[src/rtl/csr_exe.sv]
// csr_exe -- executes one CSR instruction (csrrw / csrrs / csrrc) at a time.
//
// Flow: IDLE -> READ -> WAIT_CMT -> WRITE -> RESP -> IDLE.
//   IDLE     : accept an instruction and latch its fields; present its read address.
//   READ     : sample the old CSR value and decide the write and illegal conditions.
//   WAIT_CMT : hold until the instruction is non-speculative. A flush returns to
//              IDLE, and flush wins over commit_valid in the same cycle.
//   WRITE    : pulse exactly one write strobe when a legal write is needed.
//   RESP     : offer the writeback until wb_ready. Flush is ignored here because
//              the instruction has already committed.
//
// Optional feature: define CSR_PRIV_CHECK_EN to make an access illegal when the
// CSR privilege field addr[9:8] exceeds the current priv. Without the macro the
// priv input is ignored.
//
// Handshakes: a transfer takes place on a rising CLK edge where valid and ready
// are both high. issue_ready is high only in IDLE. wb_valid is high only in RESP,
// and wb_res/wb_rd/wb_exc hold steady while wb_valid waits for wb_ready.
//
// Ports:
//   CLK, RSTn                      clock, asynchronous active-low reset
//   issue_valid/issue_ready        instruction handshake
//   issue_fun {rc,rs,rw}, issue_addr, issue_op, issue_rd   instruction fields
//   priv                           current privilege level
//   csr_rd_addr / csr_rd_data      registered read address, combinational read data
//   commit_valid, flush            commit and discard controls for the held instruction
//   csr_addr, csr_op, csr_rw/rs/rc write port toward the CSR registers
//   wb_valid/wb_ready, wb_res, wb_rd, wb_exc   writeback channel
//   dbg_state                      current FSM state encoding, for observation
module csr_exe #(
  parameter int DW = 64
) (
  input  logic          CLK,
  input  logic          RSTn,
  input  logic          issue_valid,
  output logic          issue_ready,
  input  logic [2:0]    issue_fun,
  input  logic [11:0]   issue_addr,
  input  logic [DW-1:0] issue_op,
  input  logic [5:0]    issue_rd,
  input  logic [1:0]    priv,
  output logic [11:0]   csr_rd_addr,
  input  logic [DW-1:0] csr_rd_data,
  input  logic          commit_valid,
  input  logic          flush,
  output logic [11:0]   csr_addr,
  output logic [DW-1:0] csr_op,
  output logic          csr_rw,
  output logic          csr_rs,
  output logic          csr_rc,
  output logic          wb_valid,
  input  logic          wb_ready,
  output logic [DW-1:0] wb_res,
  output logic [5:0]    wb_rd,
  output logic          wb_exc,
  output logic [2:0]    dbg_state
);

  typedef enum logic [2:0] {
    S_IDLE     = 3'd0,
    S_READ     = 3'd1,
    S_WAIT_CMT = 3'd2,
    S_WRITE    = 3'd3,
    S_RESP     = 3'd4
  } state_t;

  state_t state, state_nxt;

  // Fields of the instruction currently held
  logic [2:0]    h_fun;
  logic [11:0]   h_addr;
  logic [DW-1:0] h_op;
  logic [5:0]    h_rd;
  logic          do_write;  // set in READ: a legal write must be performed

  // Decode of the held instruction, evaluated while in READ
  logic fun_onehot;
  logic wen;
  logic illegal;
  logic priv_fail;

  assign fun_onehot = (h_fun == 3'b001) | (h_fun == 3'b010) | (h_fun == 3'b100);
  // csrrs/csrrc with a zero operand must not write, so a read-only CSR can still
  // be read with them.
  assign wen = h_fun[0] | ((h_fun[1] | h_fun[2]) & (|h_op));

`ifdef CSR_PRIV_CHECK_EN
  assign priv_fail = (h_addr[9:8] > priv);
`else
  logic priv_unused;
  assign priv_unused = ^priv;
  assign priv_fail   = 1'b0;
`endif

  // addr[11:10] == 2'b11 marks a read-only CSR
  assign illegal = ~fun_onehot | ((h_addr[11:10] == 2'b11) & wen) | priv_fail;

  // State register
  always_ff @(posedge CLK or negedge RSTn) begin
    if (!RSTn) begin
      state <= S_IDLE;
    end else begin
      state <= state_nxt;
    end
  end

  // Next-state logic
  always_comb begin
    state_nxt = state;
    unique case (state)
      S_IDLE:     if (issue_valid) state_nxt = S_READ;
      S_READ:     state_nxt = flush ? S_IDLE : S_WAIT_CMT;
      S_WAIT_CMT: begin
        if (flush)             state_nxt = S_IDLE;
        else if (commit_valid) state_nxt = S_WRITE;
      end
      S_WRITE:    state_nxt = S_RESP;
      S_RESP:     if (wb_ready) state_nxt = S_IDLE;
      default:    state_nxt = S_IDLE;
    endcase
  end

  // Output logic: strobes exist only in WRITE. Because an illegal function
  // encoding never sets do_write, at most one strobe can be active.
  always_comb begin
    issue_ready = (state == S_IDLE);
    wb_valid    = (state == S_RESP);
    csr_rw      = (state == S_WRITE) & do_write & h_fun[0];
    csr_rs      = (state == S_WRITE) & do_write & h_fun[1];
    csr_rc      = (state == S_WRITE) & do_write & h_fun[2];
  end

  // Holding registers and result
  always_ff @(posedge CLK or negedge RSTn) begin
    if (!RSTn) begin
      h_fun       <= '0;
      h_addr      <= '0;
      h_op        <= '0;
      h_rd        <= '0;
      csr_rd_addr <= 12'h000;
      wb_res      <= '0;
      wb_exc      <= 1'b0;
      do_write    <= 1'b0;
    end else begin
      if (state == S_IDLE && issue_valid) begin
        h_fun       <= issue_fun;
        h_addr      <= issue_addr;
        h_op        <= issue_op;
        h_rd        <= issue_rd;
        csr_rd_addr <= issue_addr;
      end
      if (state == S_READ) begin
        // An illegal access reports zero as its old value
        wb_res   <= illegal ? '0 : csr_rd_data;
        wb_exc   <= illegal;
        do_write <= wen & ~illegal;
      end
    end
  end

  assign csr_addr  = h_addr;
  assign csr_op    = h_op;
  assign wb_rd     = h_rd;
  assign dbg_state = state;

endmodule

[config.mk]
export PLATFORM = sky130hd
export DESIGN_NAME = csr_exe
export DESIGN_NICKNAME = d
export VERILOG_FILES = /design/src/rtl/csr_exe.sv
export SDC_FILE = /design/constraint.sdc
export NUM_CORES = 1
export LEC_CHECK = 0
export ABC_AREA = 1
export BUFFER_PORTS_ARGS = -buffer_cell sky130_fd_sc_hd__buf_2
export CAP_MARGIN = 25
export CORE_AREA = 2 2 126 128
export CTS_CLUSTER_DIAMETER = 30
export DETAILED_ROUTE_END_ITERATION = 16
export DIE_AREA = 0 0 128 130
export GPL_ROUTABILITY_DRIVEN = 1
export PLACE_DENSITY = 0.82
export SLEW_MARGIN = 10
export SYNTH_ARGS = -nofsm -noshare
export SYNTH_HDL_FRONTEND = slang
export SYNTH_SLANG_ARGS = --single-unit
[constraint.sdc]
create_clock -name CLK -period 4.4 [get_ports CLK]
set_input_delay 0.22 -clock CLK [delete_from_list [all_inputs] [get_ports CLK]]
set_output_delay 0.22 -clock CLK [all_outputs]
set_load 0.1 [all_outputs]
* Word level (Yosys, flattened, before mapping) *
Index checks and enable logic that the tools add are counted.

storage, ports and cells
  bits in registers = 154
  output and inout port bits = 167

operators by class
  eq/ne operators = 11
  muxes and demuxes = 7
  bitwise logic cells = 14
  reduce and logical (&&, ||, !) cells = 4

operators with widths
  kind                                                                      number
  64-bit two-way mux                                                        1
  64-bit OR reduction                                                       1
  3-bit one-hot mux with 5 select lines                                     1
  3-bit two-way mux                                                         4
  3-bit by 2-bit equality test with 1-bit output (second input constant)    3
  1-bit AND                                                                 7
  3-bit by 1-bit equality test with 1-bit output (second input constant)    2
  3-bit equality test (second input constant)                               2
  1-bit bitwise OR                                                          5
  3-bit zero test                                                           1
  3-bit inequality test (second input constant)                             1
  3-bit AND reduction                                                       1
  2-bit equality test (second input constant)                               1
  2-bit two-way mux                                                         1
  2-bit by 1-bit inequality test with 1-bit output (second input constant)  1
  2-bit inequality test (second input constant)                             1
  1-bit inverter                                                            2
  1-bit logical AND                                                         1

* Logic depth before layout (Yosys ltp) *
  depth in word-level cells = 7
  gate-level depth with buffers = 11
  depth with buffers taken out = 9

* Worst setup path after synthesis *
OpenSTA, ideal clock, no wires.

  path kind = flip-flop to output port
  start point = register state[1], in the netlist dbg_state[1]
  end point = output port csr_rc
  arrival = 2.697 ns
  data required time = 4.180 ns
  slack = 1.483 ns
  stages on the path, launching flop included = 5
  buffers on the path = 0
  cells stage by stage = dfrtp_1 inv_1 nor3_1 nand2_1 nor2_1

on the way
  longest elaborated chain between the ends = 3

RTL lines
  element                                         RTL line  source
  from (decl)                                     67        state_t state, state_nxt;
  from (signal assigned)                          103       state <= state_nxt;
  3-bit by 2-bit equality test with 1-bit output  130       csr_rc = (state == S_WRITE) & do_write & h_fun[2];
  1-bit AND (2 in a row)                          130
  to (decl)                                       50        output logic csr_rc,

Every way passes these cells.

* Final worst setup path *
  start point = register h_op[42], in the netlist csr_op[42]
  end point = register wb_res[37]

on the way
  longest elaborated chain between the ends = 6

RTL lines
  element                 RTL line  source
  from (decl)             72        logic [DW-1:0] h_op;
  from (signal assigned)  148       h_op <= issue_op;
  64-bit OR reduction     85        assign wen = h_fun[0] | ((h_fun[1] | h_fun[2]) & (|h_op));
  1-bit AND               85
  1-bit bitwise OR        85
  1-bit AND               96        assign illegal = ~fun_onehot | ((h_addr[11:10] == 2'b11) & wen) | priv_fail;
  1-bit bitwise OR        96
  64-bit two-way mux      154       wb_res <= illegal ? '0 : csr_rd_data;
  to (signal assigned)    154
  to (decl)               53        output logic [DW-1:0] wb_res,

Every way passes these cells.
A chain may end at the register's enable or synchronous reset.

==> flow_results.xml <==
<?xml version="1.0" encoding="UTF-8"?>
<metrics>
  <group name="synth">
    <metric name="synth_edf_count" unit="">0</metric>
    <metric name="synth_seq_cells" unit="">154</metric>
    <metric name="ys_top_cells_by_count" unit="">154 x sky130_fd_sc_hd__dfrtp_1, 153 x sky130_fd_sc_hd__nand2_1, 68 x sky130_fd_sc_hd__mux2_2</metric>
    <metric name="ys_seq_area_share" unit="%">59.4</metric>
    <metric name="synth_top_family_by_area" unit="">simple AND/OR/NAND/NOR gates</metric>
    <metric name="synth_adder_area_share" unit="%">0</metric>
    <metric name="yosys.area_share.xor_xnor" unit="%">0</metric>
    <metric name="yosys_warnings" unit="">0</metric>
    <metric name="synth_simple_gate_area_share" unit="%">19.2</metric>
    <metric name="synth_largest_type_area_fraction" unit="%">59.4</metric>
    <metric name="yosys.cell_count.top_type" unit="">sky130_fd_sc_hd__dfrtp_1</metric>
    <metric name="synth.largest_area_cell" unit="">sky130_fd_sc_hd__dfrtp_1</metric>
    <metric name="netlist_instances" unit="">575</metric>
    <metric name="synthFlopType" unit="">sky130_fd_sc_hd__dfrtp_1</metric>
    <metric name="total_standard_cell_area_after_synthesis" unit="sq mm">0.00649</metric>
    <metric name="synthTopCellsByArea" unit="">sky130_fd_sc_hd__dfrtp_1 59%, sky130_fd_sc_hd__mux2_2 12%, sky130_fd_sc_hd__nand2_1 8.9%, sky130_fd_sc_hd__nand3_1 3.5%, sky130_fd_sc_hd__nand3_2 3.2%</metric>
    <metric name="postSynth.asyncResetShare" unit="%">100</metric>
    <metric name="synth_mux_area_share" unit="%">14.8</metric>
    <metric name="synth_cell_types" unit="">25</metric>
    <metric name="synth_area_per_cell" unit="sq um">11.3</metric>
    <metric name="synth_compound_gate_area_share" unit="%">0.810</metric>
    <metric name="total_nets_after_synthesis" unit="">732</metric>
  </group>
  <group name="cts">
    <metric name="clock_path_buffers" unit="">2</metric>
    <metric name="cts-htree-levels" unit="">4</metric>
    <metric name="clkLatencyLatePin" unit="ps">420</metric>
    <metric name="root_buffer" unit="">sky130_fd_sc_hd__clkbuf_16</metric>
    <metric name="cts_num_sinks" unit="">154</metric>
    <metric name="post_cts_buffers" unit="">0</metric>
    <metric name="number_of_gates_resized_after_cts" unit="">0</metric>
    <metric name="cts_tree" unit="">built</metric>
    <metric name="cts.clk_slew.worst_paths" unit="ps">60</metric>
    <metric name="ctsHoldBuffers" unit="">3</metric>
    <metric name="cts_buffers" unit="">17</metric>
  </group>
  <group name="global_routing">
    <metric name="grt_max_degree" unit="">84</metric>
    <metric name="grt_remaining_overflow" unit="">0</metric>
    <metric name="grt_pass1_vias" unit="">4954</metric>
    <metric name="grt_pass1_wl" unit="um">25700</metric>
    <metric name="track_usage" unit="%">20.0</metric>
    <metric name="antenna_found_initial" unit="">2</metric>
  </group>
  <group name="detailed_routing">
    <metric name="avgRoutedWirePerCell" unit="um">15.6</metric>
    <metric name="vias" unit="">5281</metric>
    <metric name="finalWirelength" unit="um">17000</metric>
    <metric name="final_antenna_violating_net_count" unit="">0</metric>
    <metric name="detailedRoute.firstPassIterationCount" unit="">4</metric>
    <metric name="remaining_drc_errors" unit="">0</metric>
    <metric name="viasPerCell" unit="">4.85</metric>
    <metric name="detail_route.iter0.violations" unit="">167</metric>
  </group>
  <group name="setup_path">
    <metric name="crit_path_start_kind" unit="">flop</metric>
    <metric name="worst-r2r-cell-count" unit="">10</metric>
    <metric name="endpoint" unit="">wb_res[37]</metric>
    <metric name="worst_r2r_startpoint" unit="">csr_op[42]</metric>
    <metric name="timing.critical_path.fanout_max" unit="">37</metric>
    <metric name="crit_path_start" unit="">csr_op[42]</metric>
    <metric name="critPathKind" unit="">reg -&gt; reg</metric>
    <metric name="critical_path.reg2reg.endpoint" unit="">wb_res[37]</metric>
    <metric name="crit_arrival" unit="ps">2810</metric>
    <metric name="cp_data_required_time" unit="ps">4750</metric>
    <metric name="setup.reg_to_reg.worst_slack" unit="ps">1940</metric>
    <metric name="timing.critical_path.to_type" unit="">flop</metric>
  </group>
  <group name="timing">
    <metric name="max_clock_freq" unit="GHz">0.407</metric>
    <metric name="final_min_period_over_clock_period" unit="%">55.8</metric>
    <metric name="minimum_clock_period_after_layout" unit="ps">2460</metric>
    <metric name="final-max-slew-violation-count" unit="">0</metric>
    <metric name="finalClockSkew" unit="ps">12.0</metric>
    <metric name="timing_worst_slew_pin_value" unit="ps">940</metric>
    <metric name="report.final.setup_viol" unit="">0</metric>
    <metric name="rsz0062_at_grt" unit="">no</metric>
    <metric name="setup_tns" unit="ps">0</metric>
    <metric name="final-hold-violation-count" unit="">0</metric>
    <metric name="slew-limit-headroom" unit="%">37.3</metric>
  </group>
  <group name="floorplanning">
    <metric name="initial_standard_cell_utilization_of_the_core" unit="%">42.1</metric>
    <metric name="die-width" unit="um">128</metric>
    <metric name="die_height" unit="um">130</metric>
    <metric name="num_rows" unit="">46</metric>
    <metric name="design.core.area" unit="sq mm">0.0154</metric>
    <metric name="design.portCount" unit="">324</metric>
    <metric name="die_area" unit="sq mm">0.0166</metric>
  </group>
  <group name="worst_hold_path">
    <metric name="hold_path_class" unit="">in -&gt; reg</metric>
    <metric name="worstHoldStart" unit="">csr_rd_data[14]</metric>
  </group>
  <group name="finish">
    <metric name="fill_cells" unit="">1324</metric>
    <metric name="syn2layout_area_growth" unit="%">34.1</metric>
    <metric name="fin_nets" unit="">1039</metric>
    <metric name="layout_cell_share_with_drive_strength_beyond_1" unit="%">51.7</metric>
  </group>
  <group name="place">
    <metric name="gp_congestion" unit="">0.789</metric>
    <metric name="detailedPlacementHpwl" unit="um">12200</metric>
    <metric name="numPortBuffers" unit="">321</metric>
  </group>
  <group name="run_status">
    <metric name="status" unit="">finished clean</metric>
  </group>
  <group name="flow_run">
    <metric name="cap_viol_max_count" unit="">0</metric>
  </group>
</metrics>
## cell type report
type,instances,area [sq um],area share (%)
Clock inverter,11,133,1.53
Timing Repair Buffer,330,1690,19.4
Sequential cell,154,3850,44.3
Antenna cell,1,2.50,0.0288
Tap cell,192,240,2.76
Multi-Input combinational cell,368,2270,26.1
Inverter,11,41.3,0.475
Clock buffer,21,470,5.41
## stage by stage
stage | hold WS [ps] | worst slack, ps | std cells | util [%] | cell area, sq um
after CTS | 1.35 | 1880 | 1087 | 56.4 | 8690
after global routing | 9.22 | 1680 | 1087 | 56.4 | 8690
after global placement | 323 | 1930 | 1052 | 52.3 | 8060
final | 22.3 | 1940 | 1088 | 56.4 | 8700
after floorplan | -75.6 | 1480 | 575 | - | 6490
after detailed placement | 333 | 1900 | 1052 | 52.3 | 8060
## placed cells by master, fill, tap and decap left out, types with 6 or more instances in the layout
cell and n:
sky130_fd_sc_hd__inv_1 10, sky130_fd_sc_hd__nand3_2 21, sky130_fd_sc_hd__mux2_2 68, sky130_fd_sc_hd__mux2_4 10, sky130_fd_sc_hd__buf_2 320, sky130_fd_sc_hd__nand2_1 152
sky130_fd_sc_hd__buf_4 6, sky130_fd_sc_hd__nor2_1 50, sky130_fd_sc_hd__clkbuf_16 17, sky130_fd_sc_hd__nand3_1 45, sky130_fd_sc_hd__dfrtp_1 154
## state kept, by name (all words and copies together), names as in the netlist
| signal | count |
|---|---|
| csr_op | 64 |
| wb_res | 64 |
| csr_addr | 12 |
| wb_rd | 6 |
| dbg_state | 3 |
| h_fun | 3 |
| do_write | 1 |
| wb_exc | 1 |
## layer usage
layer,GRT usage [%],share of wire (%),up-vias
met3,6.93,8.5,21
met2,33.4,49,251
met5,0,0.059,-
met1,24.5,41,2513
met4,6.59,1.4,2
li1,-,-,2494
## critical path: stages, from the launching register on
cell,delay (ps)
sky130_fd_sc_hd__dfrtp_1,400
sky130_fd_sc_hd__nor2_1,170
sky130_fd_sc_hd__nand2_1,80
sky130_fd_sc_hd__nor2_1,100
sky130_fd_sc_hd__nand2_1,50
sky130_fd_sc_hd__nor2_1,160
sky130_fd_sc_hd__nand3_2,130
sky130_fd_sc_hd__nand2_2,620
sky130_fd_sc_hd__buf_4,460
sky130_fd_sc_hd__nand3_1,130
sky130_fd_sc_hd__nand2_1,90
## kinds of logic after synthesis
family	after synthesis
AOI/OAI and AO/OA	9
buffers and inverters	53
DFF	154
muxes	82
and+or+nand+nor	277
## worst min-delay path by stage
stage,depth (start not counted),endpoint
6_report,3,wb_res[14]
5_1_grt,2,dbg_state[1]
4_1_cts,3,wb_res[43]
3_5_place_dp,1,wb_res[57]
3_3_place_gp,1,wb_res[1]
2_1_floorplan,0,csr_addr[0]
Power is not shown: default switching activity piles up to over one toggle a cycle in this logic, so the estimate is an artifact.
